--- config.mk ---
export PLATFORM = sky130hd
export DESIGN_NAME = pwm_meter
export DESIGN_NICKNAME = d
export VERILOG_FILES = /design/src/rtl/pwm_meter_pkg.sv /design/src/rtl/pwm_in_sync.sv /design/src/rtl/pwm_meter.sv
export SDC_FILE = /design/constraint.sdc
export NUM_CORES = 1
export LEC_CHECK = 0
export ABC_AREA = 1
export BUFFER_PORTS_ARGS = -buffer_cell sky130_fd_sc_hd__clkbuf_2
export CORE_ASPECT_RATIO = 0.5
export CORE_MARGIN = 2
export CORE_UTILIZATION = 43
export CTS_CLUSTER_DIAMETER = 30
export DETAILED_ROUTE_END_ITERATION = 8
export PLACE_DENSITY_LB_ADDON = 0.1
export SYNTH_ARGS = -nofsm -noshare
export SYNTH_HDL_FRONTEND = slang
export SYNTH_SLANG_ARGS = --single-unit
export TNS_END_PERCENT = 100
--- constraint.sdc ---
create_clock -name i_clk -period 1.9 [get_ports i_clk]
set_input_delay 0.38 -clock i_clk [delete_from_list [all_inputs] [get_ports i_clk]]
set_output_delay 0.38 -clock i_clk [all_outputs]
set_load 0.005 [all_outputs]
--- src/rtl/pwm_meter_pkg.sv ---
// Shared definitions for the PWM measurement path: FSM states and default sizing constants.
package pwm_meter_pkg;

  localparam int unsigned CntWDefault    = 16;
  localparam int unsigned ClkHz          = 50_000_000;
  localparam int unsigned PwmPeriod      = 1000;
  // 1 ms of edge-free input at the system clock rate.
  localparam int unsigned TimeoutDefault = ClkHz / 1000;

  typedef enum logic [1:0] {
    StIdle,
    StWaitRise,
    StHigh,
    StLow
  } state_e;

endpackage

--- src/rtl/pwm_in_sync.sv ---
// Input conditioning for pwm_meter: 2-FF synchronizer, optional glitch filter
// (PWM_METER_FILT_EN), registered rise/fall strobes.
module pwm_in_sync #(
  parameter int unsigned FILT_LEN = 4
) (
  input  logic i_clk,
  input  logic i_rst_n,
  input  logic i_pwm,
  output logic o_level,
  output logic o_rise,
  output logic o_fall
);

  logic sync1_q, sync2_q;
  logic prev_q;
  logic rise_q, rise_d;
  logic fall_q, fall_d;
  logic level;

`ifdef PWM_METER_FILT_EN
  localparam int unsigned FiltW = $clog2(FILT_LEN + 1);

  logic             filt_q, filt_d;
  logic [FiltW-1:0] fcnt_q, fcnt_d;

  // Flip only once FILT_LEN consecutive samples disagree with the current level.
  always_comb begin
    filt_d = filt_q;
    fcnt_d = '0;
    if (sync2_q != filt_q) begin
      if (fcnt_q == FiltW'(FILT_LEN - 1)) begin
        filt_d = sync2_q;
      end else begin
        fcnt_d = fcnt_q + 1'b1;
      end
    end
  end

  always_ff @(posedge i_clk or negedge i_rst_n) begin
    if (!i_rst_n) begin
      filt_q <= 1'b0;
      fcnt_q <= '0;
    end else begin
      filt_q <= filt_d;
      fcnt_q <= fcnt_d;
    end
  end

  assign level = filt_q;
`else
  logic unused_filt_len;
  assign unused_filt_len = ^FILT_LEN;
  assign level = sync2_q;
`endif

  always_comb begin
    rise_d = level & ~prev_q;
    fall_d = ~level & prev_q;
  end

  always_ff @(posedge i_clk or negedge i_rst_n) begin
    if (!i_rst_n) begin
      sync1_q <= 1'b0;
      sync2_q <= 1'b0;
      prev_q  <= 1'b0;
      rise_q  <= 1'b0;
      fall_q  <= 1'b0;
    end else begin
      sync1_q <= i_pwm;
      sync2_q <= sync1_q;
      prev_q  <= level;
      rise_q  <= rise_d;
      fall_q  <= fall_d;
    end
  end

  assign o_level = level;
  assign o_rise  = rise_q;
  assign o_fall  = fall_q;

endmodule

--- src/rtl/pwm_meter.sv ---
// PWM high-time / period meter with stuck-line detection.
// Define PWM_METER_FILT_EN to insert the FILT_LEN-sample glitch filter on the input.
module pwm_meter
  import pwm_meter_pkg::*;
#(
  parameter int unsigned CNT_W    = CntWDefault,
  parameter int unsigned TIMEOUT  = TimeoutDefault,
  parameter int unsigned FILT_LEN = 4
) (
  input  logic             i_clk,
  input  logic             i_rst_n,
  input  logic             i_en,
  input  logic             i_pwm,
  output logic [CNT_W-1:0] o_high,
  output logic [CNT_W-1:0] o_period,
  output logic             o_valid,
  output logic             o_stuck,
  output logic             o_stuck_lvl
);

  logic level, rise, fall, any_edge;

  pwm_in_sync #(
    .FILT_LEN (FILT_LEN)
  ) u_in_sync (
    .i_clk   (i_clk),
    .i_rst_n (i_rst_n),
    .i_pwm   (i_pwm),
    .o_level (level),
    .o_rise  (rise),
    .o_fall  (fall)
  );

  state_e           state_q, state_d;
  logic [CNT_W-1:0] hi_q, hi_d;
  logic [CNT_W-1:0] per_q, per_d;
  logic [CNT_W-1:0] idle_q, idle_d;
  logic [CNT_W-1:0] high_q, high_d;
  logic [CNT_W-1:0] period_q, period_d;
  logic             valid_q, valid_d;
  logic             stuck_q, stuck_d;
  logic             lvl_q, lvl_d;

  function automatic logic [CNT_W-1:0] sat_inc(input logic [CNT_W-1:0] v);
    return (v == {CNT_W{1'b1}}) ? v : v + 1'b1;
  endfunction

  assign any_edge = rise | fall;

  always_comb begin
    state_d  = state_q;
    hi_d     = hi_q;
    per_d    = per_q;
    idle_d   = idle_q;
    high_d   = high_q;
    period_d = period_q;
    valid_d  = 1'b0;
    stuck_d  = stuck_q;
    lvl_d    = lvl_q;

    if (!i_en) begin
      state_d = StIdle;
      hi_d    = '0;
      per_d   = '0;
      idle_d  = '0;
    end else begin
      if (any_edge) begin
        idle_d = '0;
      end else if (idle_q != CNT_W'(TIMEOUT)) begin
        idle_d = idle_q + 1'b1;
      end

      case (state_q)
        StIdle: begin
          state_d = StWaitRise;
          idle_d  = '0;
        end
        StWaitRise: begin
          if (rise) begin
            state_d = StHigh;
            hi_d    = CNT_W'(1);
            per_d   = CNT_W'(1);
          end
        end
        StHigh: begin
          // The cycle in which the fall is seen already belongs to the low phase.
          per_d = sat_inc(per_q);
          if (fall) begin
            state_d = StLow;
          end else begin
            hi_d = sat_inc(hi_q);
          end
        end
        StLow: begin
          if (rise) begin
            high_d   = hi_q;
            period_d = per_q;
            valid_d  = 1'b1;
            stuck_d  = 1'b0;
            state_d  = StHigh;
            hi_d     = CNT_W'(1);
            per_d    = CNT_W'(1);
          end else begin
            per_d = sat_inc(per_q);
          end
        end
        default: state_d = StIdle;
      endcase

      // Fires once on reaching TIMEOUT; the counter then parks there until an edge.
      if (state_q != StIdle && !any_edge && idle_q == CNT_W'(TIMEOUT - 1)) begin
        stuck_d = 1'b1;
        lvl_d   = level;
        state_d = StWaitRise;
        hi_d    = '0;
        per_d   = '0;
      end
    end
  end

  always_ff @(posedge i_clk or negedge i_rst_n) begin
    if (!i_rst_n) begin
      state_q  <= StIdle;
      hi_q     <= '0;
      per_q    <= '0;
      idle_q   <= '0;
      high_q   <= '0;
      period_q <= '0;
      valid_q  <= 1'b0;
      stuck_q  <= 1'b0;
      lvl_q    <= 1'b0;
    end else begin
      state_q  <= state_d;
      hi_q     <= hi_d;
      per_q    <= per_d;
      idle_q   <= idle_d;
      high_q   <= high_d;
      period_q <= period_d;
      valid_q  <= valid_d;
      stuck_q  <= stuck_d;
      lvl_q    <= lvl_d;
    end
  end

  assign o_high      = high_q;
  assign o_period    = period_q;
  assign o_valid     = valid_q;
  assign o_stuck     = stuck_q;
  assign o_stuck_lvl = lvl_q;

endmodule

## Yosys cells after proc, flatten, opt, wreduce, memory -nomap -nowiden

Index checks and enable logic that the tools add are counted.

- Register bits after elaboration: 90
- Input port bits: 4
- Word-level logic and storage cells: 77

- $add $sub $neg: 3
- Equality and inequality tests: 15
- Muxes and demuxes: 26
- Bitwise logic cells: 5
- Reductions and logical operators: 14

Operators by type and width:

| operator | count |
|---|---|
| $mux 16 | 13 |
| $add 16x1->16 const B | 3 |
| $eq 16x16->1 const B | 3 |
| $pmux 16 s3 | 1 |
| $pmux 16 s2 | 1 |
| $ne 16x16->1 const B | 1 |
| $mux 2 | 4 |
| $ne 4x2->1 const B | 2 |
| $ne 4x3->1 const B | 2 |
| $ne 4x4->1 const B | 2 |
| $mux 1 | 6 |
| $pmux 2 s3 | 1 |
| $reduce_and 2->1 | 3 |
| $reduce_and 3->1 | 2 |
| $reduce_bool 2->1 | 3 |
| $ne 5x1->1 const B | 1 |
| $eq 2x2->1 const B | 2 |
| $ne 4x1->1 const B | 1 |
| $reduce_and 4->1 | 1 |
| $and 1x1->1 | 2 |
| $eq 2x1->1 const B | 1 |
| $logic_and 1x1->1 | 2 |
| $logic_not 2->1 | 1 |
| $not 1->1 | 2 |
| 3 further kinds | 3 |

## Logic depth before layout (Yosys ltp)

- Word-level depth: 6
- Depth in mapped cells: 12
- Mapped depth without buffers: 11

## Hierarchy

From an unflattened synthesis, not the netlist that was laid out.

- Cell total of the unflattened synthesis: 615
- Area total of the unflattened synthesis: 4,645.7 µm²

Modules (own cells, without submodules):

| module | instances | cells an instance | area an instance (µm²) |
|---|---|---|---|
| pwm_meter | 1 | 606 | 4,505.6 |
| pwm_in_sync | 1 | 9 | 140.1 |

## Worst setup path after synthesis

OpenSTA, ideal clock, no wires.

- Path kind: reg-to-reg
- Start point: register state_q[0]
- End point: register hi_q[12]
- Data arrival time: 1.608 ns
- Required time: 1.783 ns
- Slack: 0.175 ns
- Cell stages (with the launch flop): 9
- Buffers on the path: 1
- Period minus slack after synthesis: 1.725 ns
- Cells stage by stage: dfrtp_1 -> ha_1 -> nor2_1 -> nor2_1 -> o211ai_2 -> o21ai_4 -> buf_6 -> nand2_1 -> nand2_1

- Word-level cells in the longest chain between the ends: 5
- Elaborated cells on any way between the ends: 15
- Those cells by class: eq/ne: 7; mux: 3; reduce/logical: 5

RTL lines:

| element | RTL line | RTL |
|---|---|---|
| from (decl) | pwm_meter.sv:34 | `state_e state_q, state_d;` |
| from (signal assigned) | pwm_meter.sv:123 | `state_q <= StIdle;` |
| from (signal assigned) | pwm_meter.sv:133 | `state_q <= state_d;` |
| $eq 2x2->1, or another cell as far along | pwm_meter.sv:73 | `case (state_q)` |
| $reduce_or 2->1 (no source line) / $logic_and 1x1->1 (equally long branches) | -- |  |
| $pmux 16 s2 / $logic_and 1x1->1 (equally long branches) | pwm_meter.sv:73, pwm_meter.sv:111 |  |
| $mux 16, or another cell as far along | pwm_meter.sv:111 | `if (state_q != StIdle && !any_edge && idle_q == CNT_W'(TIMEOUT - 1)) begin` |
| $mux 16 / $reduce_and 4->1 (equally long branches) | -- |  |
| to (signal assigned) | pwm_meter.sv:134 | `hi_q <= hi_d;` |
| to (decl) | pwm_meter.sv:35 | `logic [CNT_W-1:0] hi_q, hi_d;` |

Parallel ways exist; a longest one is shown, timed or not.
A chain may end at the register's enable or synchronous reset.

## Worst setup path in the final report

- Start point: register state_q[0]
- End point: register per_q[9]

- Word-level cells in the longest chain between the ends: 5
- Elaborated cells on any way between the ends: 12
- Those cells by class: eq/ne: 5; mux: 3; reduce/logical: 4

RTL lines:

| element | RTL line | RTL |
|---|---|---|
| $reduce_bool 2->1 | pwm_meter.sv:111 |  |
| $logic_and 1x1->1 (2 in series) | pwm_meter.sv:111 |  |
| $ne 5x1->1 (no source line), or another cell as far along | -- |  |
| $reduce_and 2->1 (no source line) / $mux 16 (equally long branches) | -- |  |
| to (signal assigned) | pwm_meter.sv:135 | `per_q <= per_d;` |
| to (decl) | pwm_meter.sv:36 | `logic [CNT_W-1:0] per_q, per_d;` |

Parallel ways exist; a longest one is shown, timed or not.

==> results_dict.tcl <==
set metrics [dict create \
    outcome "finished clean" \
    ys_types 32 \
    rr_worst_depth 12 \
    r2r_start "state_q[0]" \
    cp.required_ps 2130 \
    seq_area_mm2 0.00225 \
    max_clock_freq_mhz 556 \
    antenna_found_initial 0 \
    dp_cells 785 \
    num_io_pins 39 \
    synth_edf_count 0 \
    die_y_um 77.2 \
    holdPathStages 1 \
    end_kind "register" \
    dpl_worst_slack_ps -42.9 \
    grt_pass1_wl_um 17800 \
    n_antenna_cell 0 \
    cap_violations 0 \
    clk_path_buf_depth 2 \
    seqPwrFrac_pct 36.5 \
    clock_latency_ps 340 \
    hpwlAfterDp_um 7220 \
    fillers 1024 \
    cp-start-kind "register" \
    drive_gt1_share_pct 15.4 \
    cts_tree "yes" \
    hold_path_class "input port to register" \
    setup_viol 0 \
    skew_ps 9.71 \
    multi_input_area_mm2 0.00207 \
    synthCells 602 \
    final_common_cell "nand2_1" \
    cts.reportedPaths.clkPinSlew_ps 70 \
    synth_area_mm2 0.00460 \
    fin_ws_ps 103 \
    drtPass1Iterations 5 \
    path_class "register to register" \
    root_buffer "clkbuf_16" \
    slew_viol_final 0 \
    vias 3975 \
    avgSynthCellArea_um2 7.65 \
    cts.sinks 90 \
    yosysTopAreaCell "dfrtp_1" \
    peakVddDrop_mv 0.580 \
    path_max_fanout 7 \
    crit_path_start "state_q[0]" \
    stdcell_count 807 \
    synth.ff_latch_count 90 \
    hold_start "i_pwm" \
    layout_min_cycle_time_ps 1800 \
    die-area_mm2 0.0116 \
    htree_levels 3 \
    rows 26 \
    synth-seq-area-share_pct 48.9 \
    worst_pin_slew_ps 452 \
    p_int_mw 4.42 \
    place_congestion 0.842 \
    die_x_um 150 \
    core_mm2 0.0103 \
    drtIter0Drc 253 \
    power_density_mw_per_mm2 1140 \
    mostFrequentLayoutCells "nand2_1 (180), dfrtp_1 (90), nor2_1 (77)" \
    ys_top_cells_by_area "dfrtp_1 (49%), nand2_1 (15%), nor2_1 (6.5%)" \
    clkPwrFrac_pct 34.5 \
    p_sw_mw 2.02 \
    syn_nets 614 \
    combPwrFrac_pct 29.0 \
    p_leak_nw 2.73 \
    drcViolationCount 0 \
    final_antenna_net_count 0 \
    wl_um 10500 \
    routed_via_density 4.93 \
    switching_share_pct 31.4 \
    synth-warning-count 0 \
    crit_arrival_ps 2030 \
    fin_crit_sh_pct 94.6 \
    first_global_vias 3680 \
    async_flop_share_pct 100 \
    cts_buffers 9 \
    grt_max_degree 44 \
    track_usage_pct 19.4 \
    wl_per_cell_um 13.1 \
    hold_violations 0 \
    fin_total_pwr_mw 6.45 \
    area_growth_pct 22.8 \
    port_buffers 38 \
    yosysTopAreaCellShare_pct 48.9 \
    maxSlewHeadroom_pct 69.9 \
    start_util_pct 44.6 \
    nNetsFinal 674 \
    ys.flop_type "dfrtp_1" \
    grt-ovfl-total 0 \
]
==> cells in the mapped netlist (2+ instances only) <==
cell and n:
nor3_1 5, nor2_1 80, clkbuf_1 6, a21oi_1 24
o21ai_0 39, xor2_1 9, inv_1 63, buf_2 5
buf_6 4, and2_1 2, nand3_1 56, nand3_2 3
nand4_1 7, ha_1 8, inv_2 2, dfrtp_1 90
nand2_1 181, nor2_2 4
==> flip-flops by register name, summed over array words and instances (netlist names) <==
name               cells
hi_q                  16
idle_q                16
o_high                16
o_period              16
per_q                 16
state_q                2
o_stuck                1
o_stuck_lvl            1
o_valid                1
u_in_sync.o_fall       1
u_in_sync.o_level      1
u_in_sync.o_rise       1
u_in_sync.prev_q       1
u_in_sync.sync1_q      1
==> path summary, 6_finish.rpt <==
kind	to	slack, ps
setup reg to reg	per_q[9]	100
setup / recovery	per_q[9]	100
hold / removal	u_in_sync.sync1_q	140
max in group asynchronous	per_q[7]	780
min in group asynchronous	o_high[9]	530
hold reg to reg	u_in_sync.o_level	350
==> timing repair <==
action / in CTS / in global routing
gates cloned: 0 / 3
pin swaps: 0 / 1
hold buffers: 1 / 0
buffers inserted: 0 / 2
endpoints found under the hold margin: 18 / 0
setup endpoints to repair: 44 / 28
resized for setup: 2 / 13
==> power by group through the flow <==
stage	registers (mW)	logic [mW]	clock network, mW
6_report	2.35	1.87	2.23
5_1_grt	2.39	2.10	2.39
4_1_cts	2.35	1.63	2.28
3_5_place_dp	2.39	1.62	0
3_3_place_gp	2.38	1.60	0
2_1_floorplan	2.38	0.973	0
==> worst max-delay path, cell delays in order (launching register included) <==
cell and delay [ps]:
dfrtp_1 420, inv_2 60, ha_2 180, inv_2 60
nand3_2 90, nor2_2 120, nand3_2 120, buf_12 170
nand3_4 120, clkbuf_16 170, nand3_1 70, nand2_1 60
nor2_1 40
==> metal layers <==
| metal | share of wire, % | vias up | GRT usage [%] |
|---|---|---|---|
| li1 | - | 2046 | - |
| met4 | 0.76 | 0 | 5.09 |
| met1 | 51 | 1870 | 26.9 |
| met5 | 0 | - | 0 |
| met3 | 2.7 | 7 | 4.46 |
| met2 | 46 | 52 | 30.6 |
==> through the flow <==
step / area [um^2] / hold slack (ps) / util, % / TNS, ps
2_1_floorplan: 4600 / 84.4 / - / 0
3_3_place_gp: 5120 / 334 / 49.6 / -20.1
3_5_place_dp: 5120 / 335 / 49.6 / -639
4_1_cts: 5510 / 127 / 53.4 / 0
5_1_grt: 5650 / 125 / 54.8 / -9.33
6_report: 5650 / 140 / 54.8 / 0
==> cell families after synthesis <==
group                    Yosys count  share of synthesized area, %
flip-flops                        90                          48.9
XOR/XNOR                          10                          1.90
AND/OR/NAND/NOR                  342                          31.2
AO/OA/AOI/OAI                     71                          8.40
buffers and inverters             81                          7.39
adder cells (fa/ha/maj)            8                          2.17
==> layout make-up <==
cell class | count | share of cell area (%)
Sequential cell | 90 | 39.8
Multi-Input combinational cell | 431 | 36.6
Timing Repair Buffer | 65 | 9.58
Inverter | 65 | 4.32
Clock buffer | 9 | 3.98
Tap cell | 140 | 3.10
Clock inverter | 7 | 2.59
Note: power is estimated with default switching activity, not from simulation.
